===== src/rtl/uart_rx_fifo.sv =====
// UART 8N1 receiver: two-flop synchroniser, oversampling FSM, FWFT byte FIFO and sticky error flags.
// fsm_state is a debug view of the receiver: 0 IDLE, 1 START, 2 DATA, 3 STOP, 4 BREAK.
module uart_rx_fifo #(
   parameter int CLOCK_FREQ = 27000000,
   parameter int BIT_RATE   = 9600,
   parameter int FIFO_DEPTH = 16
) (
   input  logic                        clk,
   input  logic                        reset,
   input  logic                        rx,
   input  logic                        rd_en,
   input  logic                        clr_err,
   output logic [7:0]                  rd_data,
   output logic                        empty,
   output logic                        full,
   output logic [$clog2(FIFO_DEPTH):0] count,
   output logic                        frame_error,
   output logic                        overrun,
   output logic [2:0]                  fsm_state
);
   localparam int CLKS_PER_BIT = CLOCK_FREQ / BIT_RATE;
   localparam int HALF_BIT     = CLKS_PER_BIT / 2;
   localparam int CW           = $clog2(CLKS_PER_BIT);
   localparam int PW           = $clog2(FIFO_DEPTH);
   localparam logic [CW-1:0] LAST_CLK  = CW'(CLKS_PER_BIT - 1);
   localparam logic [CW-1:0] LAST_HALF = CW'(HALF_BIT - 1);
   localparam logic [PW:0]   DEPTH_CNT = (PW+1)'(FIFO_DEPTH);

   typedef enum logic [2:0] {
      IDLE  = 3'd0,
      START = 3'd1,
      DATA  = 3'd2,
      STOP  = 3'd3,
      BREAK = 3'd4
   } state_t;

   logic          rx_meta_q, rxs_q;
   state_t        state_q, state_d;
   logic [CW-1:0] clk_cnt_q, clk_cnt_d;
   logic [2:0]    bit_cnt_q, bit_cnt_d;
   logic [7:0]    shift_q, shift_d;
   logic          push_q, push_d;
   logic          fe_set;

   logic [7:0]    mem [FIFO_DEPTH];
   logic [PW-1:0] wr_ptr_q, wr_ptr_d, rd_ptr_q, rd_ptr_d;
   logic [PW:0]   count_q, count_d;
   logic          empty_q, full_q, fe_q, ovr_q;
   logic          do_pop, do_push, ovr_set;

   always_ff @(posedge clk or negedge reset) begin
      if (!reset) begin
         rx_meta_q <= 1'b1;
         rxs_q     <= 1'b1;
         state_q   <= IDLE;
         clk_cnt_q <= '0;
         bit_cnt_q <= '0;
         shift_q   <= '0;
         push_q    <= 1'b0;
      end else begin
         rx_meta_q <= rx;
         rxs_q     <= rx_meta_q;
         state_q   <= state_d;
         clk_cnt_q <= clk_cnt_d;
         bit_cnt_q <= bit_cnt_d;
         shift_q   <= shift_d;
         push_q    <= push_d;
      end
   end

   always_comb begin
      state_d   = state_q;
      clk_cnt_d = clk_cnt_q;
      bit_cnt_d = bit_cnt_q;
      shift_d   = shift_q;
      push_d    = 1'b0;
      fe_set    = 1'b0;
      case (state_q)
         IDLE: begin
            if (!rxs_q) begin
               state_d   = START;
               clk_cnt_d = '0;
            end
         end
         START: begin
            // Mid-start-bit check: a line that is high again was only a glitch.
            if (clk_cnt_q == LAST_HALF) begin
               clk_cnt_d = '0;
               bit_cnt_d = '0;
               state_d   = rxs_q ? IDLE : DATA;
            end else begin
               clk_cnt_d = clk_cnt_q + 1'b1;
            end
         end
         DATA: begin
            if (clk_cnt_q == LAST_CLK) begin
               clk_cnt_d = '0;
               shift_d   = {rxs_q, shift_q[7:1]};
               bit_cnt_d = bit_cnt_q + 1'b1;
               if (bit_cnt_q == 3'd7) state_d = STOP;
            end else begin
               clk_cnt_d = clk_cnt_q + 1'b1;
            end
         end
         STOP: begin
            if (clk_cnt_q == LAST_CLK) begin
               clk_cnt_d = '0;
               if (rxs_q) begin
                  push_d  = 1'b1;
                  state_d = IDLE;
               end else begin
                  fe_set  = 1'b1;
                  state_d = BREAK;
               end
            end else begin
               clk_cnt_d = clk_cnt_q + 1'b1;
            end
         end
         BREAK: begin
            if (rxs_q) state_d = IDLE;
         end
         default: state_d = IDLE;
      endcase
   end

   // A pop in the push cycle frees a slot, so a full FIFO still accepts the byte.
   assign do_pop  = rd_en & ~empty_q;
   assign do_push = push_q & (~full_q | do_pop);
   assign ovr_set = push_q & ~do_push;

   always_comb begin
      count_d  = count_q;
      wr_ptr_d = wr_ptr_q;
      rd_ptr_d = rd_ptr_q;
      if (do_push) wr_ptr_d = wr_ptr_q + 1'b1;
      if (do_pop)  rd_ptr_d = rd_ptr_q + 1'b1;
      if (do_push && !do_pop)      count_d = count_q + 1'b1;
      else if (!do_push && do_pop) count_d = count_q - 1'b1;
   end

   always_ff @(posedge clk or negedge reset) begin
      if (!reset) begin
         wr_ptr_q <= '0;
         rd_ptr_q <= '0;
         count_q  <= '0;
         empty_q  <= 1'b1;
         full_q   <= 1'b0;
         fe_q     <= 1'b0;
         ovr_q    <= 1'b0;
      end else begin
         wr_ptr_q <= wr_ptr_d;
         rd_ptr_q <= rd_ptr_d;
         count_q  <= count_d;
         empty_q  <= (count_d == '0);
         full_q   <= (count_d == DEPTH_CNT);
         fe_q     <= fe_set  | (fe_q  & ~clr_err);
         ovr_q    <= ovr_set | (ovr_q & ~clr_err);
      end
   end

   always_ff @(posedge clk) begin
      if (do_push) mem[wr_ptr_q] <= shift_q;
   end

   assign rd_data     = empty_q ? 8'h00 : mem[rd_ptr_q];
   assign empty       = empty_q;
   assign full        = full_q;
   assign count       = count_q;
   assign frame_error = fe_q;
   assign overrun     = ovr_q;
   assign fsm_state   = state_q;

endmodule

===== config.mk =====
export PLATFORM = sky130hd
export DESIGN_NAME = uart_rx_fifo
export DESIGN_NICKNAME = d
export VERILOG_FILES = /design/src/rtl/uart_rx_fifo.sv
export SDC_FILE = /design/constraint.sdc
export NUM_CORES = 1
export LEC_CHECK = 0
export ABC_AREA = 1
export CAP_MARGIN = 20
export CORE_UTILIZATION = 38
export DETAILED_ROUTE_END_ITERATION = 16
export GPL_TIMING_DRIVEN = 0
export SETUP_SLACK_MARGIN = 0.15
export SYNTH_ARGS = -nofsm -noshare
export SYNTH_HDL_FRONTEND = slang
export SYNTH_SLANG_ARGS = --single-unit

===== constraint.sdc =====
create_clock -name clk -period 5.5 [get_ports clk]
set_input_delay 1.1 -clock clk [delete_from_list [all_inputs] [get_ports clk]]
set_output_delay 1.1 -clock clk [all_outputs]
set_load 0.05 [all_outputs]

==> impl_metrics.csv, run 1 <==
group,metric,value,unit
detailed_routing,drt-total-wl,18180,um
die,initial_core_util,39.25,%
outcome,status,"finished clean",
place,gp_congestion,0.9270,
cts,cts_num_sinks,174,
sta,grt_setup_unrepaired,"false",
worst_setup_path,crit_start,"rd_ptr_q[1]$_DFFE_PN0P_",
sta,max_freq,0.2449,GHz
global_routing,grt_pass1_vias,5218,
global_routing,grt_usage,18.92,%
logic_synthesis,ys_ff_latch,174,
cts,h-tree-depth,4,
final_layout,drive_gt1_share,10.10,%
sta,hold_viol_final,0,
detailed_routing,wl_per_cell,16.88,um
worst_setup_path,critPathArrivalTime,2.98,ns
power,power.density,478.8,nW/um2
global_routing,grt_overflow,0,
power,combPwrFrac,36.3,%
sta,slew_violations,0,
logic_synthesis,ys_types,33,
cts,holdBufCountCts,0,
logic_synthesis,syn-num-nets,771,
final_layout,n_fill_cell,1850,
cts,cts_tree,"built",
sta,finalSetupTns,0,ns
logic_synthesis,yosysSeqAreaShare,64.80,%
logic_synthesis,syn_inst,755,
logic_synthesis,yosysWarnings,0,
sta,clock_skew,0.01902,ns
sta,post-route-period-util,74.25,%
worst_setup_path,r2r_setup_slack,3.07,ns
die,die_h,144.5,um
worst_setup_path,worstSetupStartpointType,"flop",
global_routing,grt_pass1_wl,28510,um
place,dp_hpwl,12270,um
cts,cts_buffer_depth,2,
final_layout,fin_util,45.34,%
worst_setup_path,crit_type,"flop to primary output",
die,ios,25,
worst_setup_path,cp_max_fo,10,
hold_path,hp-class,"flop to flop",
cts,worstSkewPairLatency,0.43,ns
job,max-cap-violations,0,
global_routing,grt_start_max_net_pins,26,
detailed_routing,ant_nets,0,
detailed_routing,drtPass1Iterations,5,
detailed_routing,vias_per_cell,5.009,
hold_path,min-delay-start,"rx_meta_q$_DFF_PN1_",
sta,fin_crit,4.084,ns
global_routing,antenna_found_initial,0,
logic_synthesis,synth_edf_count,128,
power,vdd_drop_max,0.0002292,V
sta,tightest_slew,0.9285,ns
power,p_int,2.633,mW
power,power_frac_seq,34.5,%
power,switching_share,38.28,%
cts,ctsResizeCount,0,
worst_setup_path,r2r_cells,6,
cts,numCtsBuffers,17,
cts,root_buffer,"clkbuf_16",
detailed_routing,drt-initial-drc-count,437,
detailed_routing,drc,0,
die,dieArea,20870,um2
detailed_routing,wl_met1,8116,um
worst_setup_path,critPathCaptureType,"primary output",
place,port_buffers,24,
logic_synthesis,synth.avg_cell_area,10.22,um2
logic_synthesis,synthDominantCellAreaShare,49.83,%
die,rows,51,
worst_setup_path,worstReg2RegStart,"empty$_DFF_PN1_",
logic_synthesis,synthTopCellsByArea,"edfxtp_1 (50%), dfrtp_1 (14%), nor2_1 (7.5%), nand2_1 (6.6%), nand3_1 (4.5%)",
die,core,19650,um2
detailed_routing,route.vias.total,5395,
logic_synthesis,netlist_area,7714,um2
detailed_routing,dr_wl_met3,1219,um
logic_synthesis,ys.flop_type,"edfxtp_1",
final_layout,area_delta_synth_final,15.52,%
power,pwr-share-clk,29.2,%
logic_synthesis,async_flop_share,26.44,%
die,die_x,144.5,um
final_layout,antennaDiodeCount,0,
sta,setup_viol,0,
worst_setup_path,crit_path_end,"rd_data[3]",
cts,post_cts_buffers,0,
worst_setup_path,crit_required,4.40,ns
logic_synthesis,yosysTopAreaCell,"edfxtp_1",
power,leakage,3.800,nW
detailed_routing,top_layer,"met4",
final_layout,nets,815,
power,power.net_switching,1.633,mW
cts,clk_pin_slew,0.07,ns
sta,max_slew_margin,37.87,%
worst_setup_path,r2r_end,"mem[13][6]$_DFFE_PP_",
detailed_routing,dr_wl_met2,8250,um
==> sequential cells by signal, indices dropped and copies added (netlist names), 3 cells and up <==
| register | flops |
|---|---|
| count | 5 |
| fsm_state | 3 |
| shift_q | 8 |
| mem | 128 |
| wr_ptr_q | 4 |
| rd_ptr_q | 4 |
| clk_cnt_q | 12 |
| bit_cnt_q | 3 |
==> power groups by stage <==
stage	Clock (mW)	Combinational [mW]	Sequential, mW
2_1_floorplan	0	0.971	1.56
3_3_place_gp	0	1.52	1.50
3_5_place_dp	0	1.54	1.50
4_1_cts	1.26	1.54	1.47
5_1_grt	1.31	1.68	1.48
6_report	1.25	1.55	1.47
==> cell type report <==
class / count / area, um2 / area share [%]
Multi-Input combinational cell: 498 / 2350 / 26.37
Timing Repair Buffer: 25 / 255.2 / 2.864
Buffer: 31 / 170.2 / 1.910
Tap cell: 265 / 331.6 / 3.721
Clock buffer: 18 / 429.2 / 4.816
Sequential cell: 174 / 4999 / 56.09
Inverter: 52 / 195.2 / 2.190
Clock inverter: 14 / 181.4 / 2.036
==> critical path, stage by stage (launching register included) <==
cell             delay [ns]
dfrtp_1                0.35
buf_2                  0.28
buf_2                  0.31
o21ai_0                0.17
o21ai_0                0.28
nand3_1                0.14
a21oi_1                0.20
clkdlybuf4s50_1        0.84
==> layer usage <==
layer	global-route usage, %	vias up
met5	0	-
met4	9.307	0
met3	4.238	44
met2	29.88	187
met1	24.53	2532
li1	-	2632
==> kinds of logic (layout without fill, tap and decap cells) <==
group                      count (synthesis)  in the layout  synth area share (%)
buffers and inverters                     83            140                 4.736
xor gates and xnor gates                  11             11                 1.249
adders and majority gates                 11             11                 1.784
AOI/OAI and AO/OA                         91             91                 6.342
and+or+nand+nor                          385            385                 21.09
DFF                                      174            174                 64.80
==> cells in the final DEF (no fill, tap or decap), types with 2 or more instances in the layout <==
cell and count:
a21oi_2 2, edfxtp_1 128, nor2_2 2, nor3_2 3, nand4_1 8, nor3_1 3, inv_6 5, clkbuf_2 4
inv_1 46, buf_4 4, clkinv_4 2, nand3_1 69, clkinv_1 2, clkbuf_1 7, xor2_1 10, o21ai_0 67
clkdlybuf4s50_1 23, o21ai_1 3, clkinvlp_4 2, nor2_1 154, ha_1 11, bufinv_16 3, a21oi_1 12, o22ai_1 2
o32ai_1 2, inv_2 5, clkbuf_16 17, nor2_4 3, o211ai_1 2, dfstp_2 3, dfrtp_1 43, nand2_1 136
buf_6 2, buf_2 16, nand2_2 4, nand3_2 2
==> cell usage after synthesis, types with 3 or more instances <==
master,instances
nor2_1,154
nand3_1,69
clkbuf_2,4
o21ai_0,67
buf_4,4
inv_1,46
a21oi_1,12
nand2_1,136
clkbuf_1,6
nor3_1,3
dfrtp_1,43
nand2_2,4
inv_2,5
o21ai_1,3
nand4_1,8
buf_2,15
nor2_4,3
xor2_1,10
nor3_2,3
edfxtp_1,128
dfstp_2,3
ha_1,11
==> through the flow <==
stage	area [um2]	worst slack (ns)	total power [mW]	instances	hold WS, ns
6_report	8911	1.416	4.266	1077	0.3567
5_1_grt	8911	1.270	4.467	1077	0.3691
4_1_cts	8911	1.426	4.278	1077	0.3583
3_5_place_dp	8300	1.909	3.034	1045	0.3479
3_3_place_gp	8285	1.891	3.021	1044	0.3460
2_1_floorplan	7714	2.548	2.531	755	0.3452
==> worst min-delay path by stage <==
stage / end / slack [ns] / depth (start not counted)
after floorplan: rxs_q$_DFF_PN1_ / 0.35 / 0
after global placement: rxs_q$_DFF_PN1_ / 0.35 / 0
after detailed placement: rxs_q$_DFF_PN1_ / 0.35 / 0
after CTS: rxs_q$_DFF_PN1_ / 0.36 / 0
after global routing: rxs_q$_DFF_PN1_ / 0.37 / 0
final: rxs_q$_DFF_PN1_ / 0.36 / 0
(Power assumes the default switching activity.)
==> run 2: changes to the inputs <==
Clock period 5.5 ns to 3.8 ns, I/O delays scaled along.
==> run 2 against run 1 <==
Effect of this change: final cell count unchanged; final area about the same; sequential share of layout area about the same; power increased by 43%; clock power increased by 44%; combinational power increased by 41%; non-clock buffer count unchanged; die area unchanged; core utilization about the same; critical endpoint unchanged.
==> impl_metrics.csv, run 2 (synthesized netlist as in run 1, its figures left out) <==
group,metric,value,unit
sta,finalSetupTns,0,ns
sta,grt_setup_unrepaired,"false",
final_layout,antennaDiodeCount,0,
sta,whs,0.3211,ns
global_routing,grt_pass1_wl,28520,um
worst_setup_path,crit_type,"flop to primary output",
cts,cts_buffer_depth,2,
place,dp_hpwl,12270,um
cts,worstSkewPairLatency,0.43,ns
cts,post_cts_buffers,0,
power,power.density,687.1,nW/um2
cts,clk_pin_slew,0.07,ns
hold_path,hp-class,"input port to asynchronous set/reset pin",
worst_setup_path,cp_max_fo,10,
sta,tightest_slew,0.9249,ns
global_routing,antenna_found_initial,0,
worst_setup_path,critPathArrivalTime,2.69,ns
power,vdd_drop_max,0.0003310,V
sta,fin_crit,3.452,ns
final_layout,nets,815,
global_routing,grt_start_max_net_pins,26,
outcome,status,"finished clean",
detailed_routing,vias_per_cell,5.003,
global_routing,grt_pass1_vias,5218,
sta,slew_violations,0,
final_layout,top_register,"mem",
cts,h-tree-depth,4,
global_routing,grt_overflow,0,
die,core,19650,um2
die,die_x,144.5,um
cts,cts_num_sinks,174,
detailed_routing,drtPass1Iterations,5,
detailed_routing,ant_nets,0,
detailed_routing,drt-total-wl,18190,um
place,post-place-ws,0.5490,ns
sta,fin_ws,0.3478,ns
final_layout,largest_reg_flops,128,
final_layout,area_delta_synth_final,15.44,%
sta,setup_viol,0,
worst_setup_path,worstSetupStartpointType,"flop",
detailed_routing,wl_per_cell,16.89,um
sta,clock_skew,0.01885,ns
sta,max_freq,0.2897,GHz
worst_setup_path,crit_required,3.04,ns
place,port_buffers,24,
sta,post-route-period-util,90.85,%
final_layout,final_cell_mix,"nor2_1 (154), nand2_1 (136), edfxtp_1 (128)",
sta,hold_viol_final,0,
cts,numCtsBuffers,17,
place,gp_congestion,0.9270,
die,dieArea,20870,um2
final_layout,reg_top3,"mem x128, clk_cnt_q x12, shift_q x8",
cts,cts_tree,"built",
die,ios,25,
die,initial_core_util,39.25,%
final_layout,drive_gt1_share,10.10,%
final_layout,final_common_cell,"nor2_1",
worst_setup_path,critPathCaptureType,"primary output",
cts,root_buffer,"clkbuf_16",
power,leakage,3.830,nW
global_routing,grt_usage,18.93,%
detailed_routing,drt-initial-drc-count,431,
power,p_total,6.119,mW
detailed_routing,route.vias.total,5388,
die,die_h,144.5,um
sta,max_slew_margin,38.11,%
detailed_routing,drc,0,
die,rows,51,
job,max-cap-violations,0,
## run 2: cell count changes in the layout (fill, tap and decap cells not counted), sizes merged
cell           previous run  this run
clkdlybuf4s50            23        15
dlygate4sd2               0         7
dlymetal6s2s              0         1
## run 2: stage by stage
step	util (%)	area (um2)	cells
floorplan	-	7714	755
global placement	42.16	8285	1044
detailed placement	42.23	8300	1045
CTS	45.30	8902	1077
global route	45.31	8905	1077
finish	45.31	8905	1077
## run 2: per-layer routing
layer	wire length (um)	track usage [%]
met4	606	9.363
met5	0	0
met3	1236	4.238
met2	8251	29.88
met1	8098	24.53
## run 2: final cells by class
| cell class | count | area, um2 |
|---|---|---|
| Timing Repair Buffer | 25 | 249.0 |
| Buffer | 31 | 170.2 |
| Sequential cell | 174 | 4999 |
| Multi-Input combinational cell | 498 | 2350 |
| Inverter | 52 | 195.2 |
| Clock inverter | 14 | 181.4 |
| Clock buffer | 18 | 429.2 |
| Fill cell | 1853 | 10750 |
| Tap cell | 265 | 331.6 |
## run 2: worst paths after layout
path                                              to               startpoint  cells after the start  slack [ns]
hold reg to reg                      rxs_q$_DFF_PN1_      rx_meta_q$_DFF_PN1_                      0        0.36
max in group asynchronous            empty$_DFF_PN1_                    reset                      2        2.87
setup / recovery                          rd_data[3]  rd_ptr_q[1]$_DFFE_PN0P_                      7        0.35
min in group clk                     rxs_q$_DFF_PN1_      rx_meta_q$_DFF_PN1_                      0        0.36
setup reg to reg                mem[13][6]$_DFFE_PP_          empty$_DFF_PN1_                      6        1.37
hold / removal             clk_cnt_q[11]$_DFFE_PN0P_                    reset                      1        0.32
## run 2: where the power goes
part,leakage [nW],internal [mW],switching (mW),total [mW]
sequential,2.07,2.07,0.0578,2.13
clock,0.292,1.05,0.754,1.80
combinational,1.47,0.634,1.55,2.19
## run 2: critical path, stage by stage, from the launching register on
cell           delay (ns)
dfrtp_1              0.35
buf_2                0.28
buf_2                0.31
o21ai_0              0.16
o21ai_0              0.28
nand3_1              0.14
a21oi_1              0.19
dlygate4sd2_1        0.55
## run 2: repair_timing
| action | 4_1_cts | 5_1_grt |
|---|---|---|
| hold buffers | 0 | 0 |
| endpoints found under the setup margin | 7 | 1 |
| gates resized for setup | 7 | 1 |
==> run 3: changes to the inputs <==
Settings changed: ABC_CLOCK_PERIOD_IN_PS from default to 3800, CORE_UTILIZATION 38 to 40, CTS_BUF_LIST from default to sky130_fd_sc_hd__clkbuf_4 sky130_fd_sc_hd__clkbuf_8 sky130_fd_sc_hd__clkbuf_16.
==> run 3 against run 2 <==
Effect of this change: die area down 4.9%; clock-buffer cell count down 1; sequential share of layout area up 0.29 points; final cell count down 0.46%; non-clock buffer count unchanged; clock skew down 0.0076 ns; core utilization up 1.7 points.
==> impl_metrics.csv, run 3 (synthesized netlist as in run 1, its figures left out) <==
group,metric,value,unit
worst_setup_path,slowest_delay,0.56,ns
sta,fin_crit,3.460,ns
die,ios,25,
job,max-cap-violations,0,
power,p_total,5.991,mW
final_layout,fin_util,47.04,%
detailed_routing,drc,0,
worst_setup_path,crit_type,"flop to primary output",
worst_setup_path,worstSetupStartpointType,"flop",
cts,root_buffer,"clkbuf_16",
place,port_buffers,24,
cts,holdBufCountCts,0,
sta,clock_skew,0.01123,ns
global_routing,grt_pass1_wl,28570,um
final_layout,top_register,"mem",
global_routing,grt_pass1_vias,5055,
cts,worstSkewPairLatency,0.43,ns
worst_setup_path,worstPathCellList,"buf_2, inv_1, buf_2, nor2_1, o21ai_0, nand3_1, a21oi_1, dlygate4sd2_1",
sta,slew_violations,0,
worst_setup_path,slowest_stage,"dlygate4sd2_1",
sta,post-route-period-util,91.06,%
final_layout,area_delta_synth_final,14.84,%
detailed_routing,ant_nets,0,
power,power.density,676.3,nW/um2
die,core,18830,um2
sta,finalSetupTns,0,ns
outcome,status,"finished clean",
final_layout,n_fill_cell,1707,
cts,cts_tree,"built",
place,dp_hpwl,12350,um
final_layout,nets,815,
global_routing,antenna_found_initial,0,
cts,clk_pin_slew,0.07,ns
sta,grt_setup_unrepaired,"false",
die,initial_core_util,40.96,%
die,die_h,140.9,um
detailed_routing,drtPass1Iterations,5,
sta,hold_viol_final,0,
sta,tightest_slew,0.8931,ns
die,rows,50,
die,die_x,140.9,um
power,vdd_drop_max,0.0003410,V
final_layout,final_cell_mix,"nor2_1 (154), nand2_1 (136), edfxtp_1 (128)",
final_layout,antennaDiodeCount,0,
global_routing,grt_usage,19.68,%
final_layout,largest_reg_flops,128,
worst_setup_path,cpMostUsedCell,"buf_2",
worst_setup_path,crit_required,3.04,ns
detailed_routing,wl_per_cell,17.25,um
cts,h-tree-depth,4,
cts,cts_buffer_depth,2,
detailed_routing,drt-total-wl,18500,um
detailed_routing,drt-initial-drc-count,518,
sta,max_slew_margin,40.24,%
sta,setup_viol,0,
place,gp_congestion,0.8827,
sta,max_freq,0.2890,GHz
worst_setup_path,critPathArrivalTime,2.70,ns
worst_setup_path,critPathCaptureType,"primary output",
detailed_routing,vias_per_cell,5.051,
worst_setup_path,cp_max_fo,10,
final_layout,reg_top3,"mem x128, clk_cnt_q x12, shift_q x8",
worst_setup_path,r2r_setup_slack,1.41,ns
cts,numCtsBuffers,17,
global_routing,grt_start_max_net_pins,39,
cts,cts_num_sinks,174,
final_layout,final_common_cell,"nor2_1",
final_layout,drive_gt1_share,10.34,%
power,leakage,3.810,nW
detailed_routing,route.vias.total,5415,
global_routing,grt_overflow,0,
hold_path,hp-class,"input port to asynchronous set/reset pin",
die,dieArea,19840,um2
[run 3: cell types whose count changed in the layout (fill, tap and decap cells not counted), sizes merged]
| cell | before | now |
|---|---|---|
| bufinv | 3 | 0 |
| clkinvlp | 2 | 3 |
| clkbuf | 28 | 27 |
| inv | 57 | 60 |
[run 3: critical path, delay by kind of cell (launching register included)]
family | cells | cell delay, ns
flops | 1 | 0.41
buf+inv | 4 | 1.20
simple gates | 2 | 0.18
compound gates | 2 | 0.48
[run 3: power breakdown]
| group | internal, mW | switching (mW) | leakage (nW) |
|---|---|---|---|
| clock | 0.872 | 0.798 | 0.272 |
| combinational | 0.635 | 1.55 | 1.47 |
| sequential | 2.07 | 0.0596 | 2.07 |
| total | 3.58 | 2.41 | 3.81 |
[run 3: repair_timing]
action                                  CTS  global route
cloned                                    0             0
resized for setup                         7             1
endpoints found under the setup margin    7             1
setup buffers                             0             0
[run 3: cell type report]
cell class	count	area [um2]	share of cell area, %
well taps	260	325.3	3.672
inverters	52	195.2	2.203
multi-input cells	498	2350	26.53
plain buffers	31	170.2	1.921
flip-flops and latches	174	4999	56.43
clock inverters	15	145.1	1.638
repair buffers	25	249.0	2.811
clock buffers	17	425.4	4.802
[run 3: path summary, 6_finish.rpt]
check                                              from                    to  cells past startpoint
worst max register to register          empty$_DFF_PN1_  mem[13][5]$_DFFE_PP_                      6
worst min register to register      rx_meta_q$_DFF_PN1_       rxs_q$_DFF_PN1_                      0
worst max-delay path            rd_ptr_q[0]$_DFFE_PN0P_            rd_data[3]                      8
min in group clk                    rx_meta_q$_DFF_PN1_       rxs_q$_DFF_PN1_                      0
max in group asynchronous                         reset   rx_meta_q$_DFF_PN1_                      2
worst min-delay path                              reset    count[2]$_DFF_PN0_                      1
[run 3: through the flow]
stage | hold slack, ns | instance area (um2) | cells | worst slack (ns)
final | 0.1939 | 8859 | 1072 | 0.3397
after global routing | 0.1923 | 8859 | 1072 | 0.1961
after CTS | 0.1820 | 8856 | 1072 | 0.1814
after detailed placement | 0.3479 | 8294 | 1040 | 0.5259
after global placement | 0.3467 | 8279 | 1039 | 0.5363
after floorplan | 0.3452 | 7714 | 755 | 1.188
[run 3: layer usage]
layer / GRT usage (%) / up-vias / routed length (um)
li1: - / 2637 / -
met1: 25.85 / 2596 / 8171
met2: 32.57 / 163 / 9017
met3: 4.416 / 19 / 1063
met4: 6.007 / 0 / 243
met5: 0 / - / 0
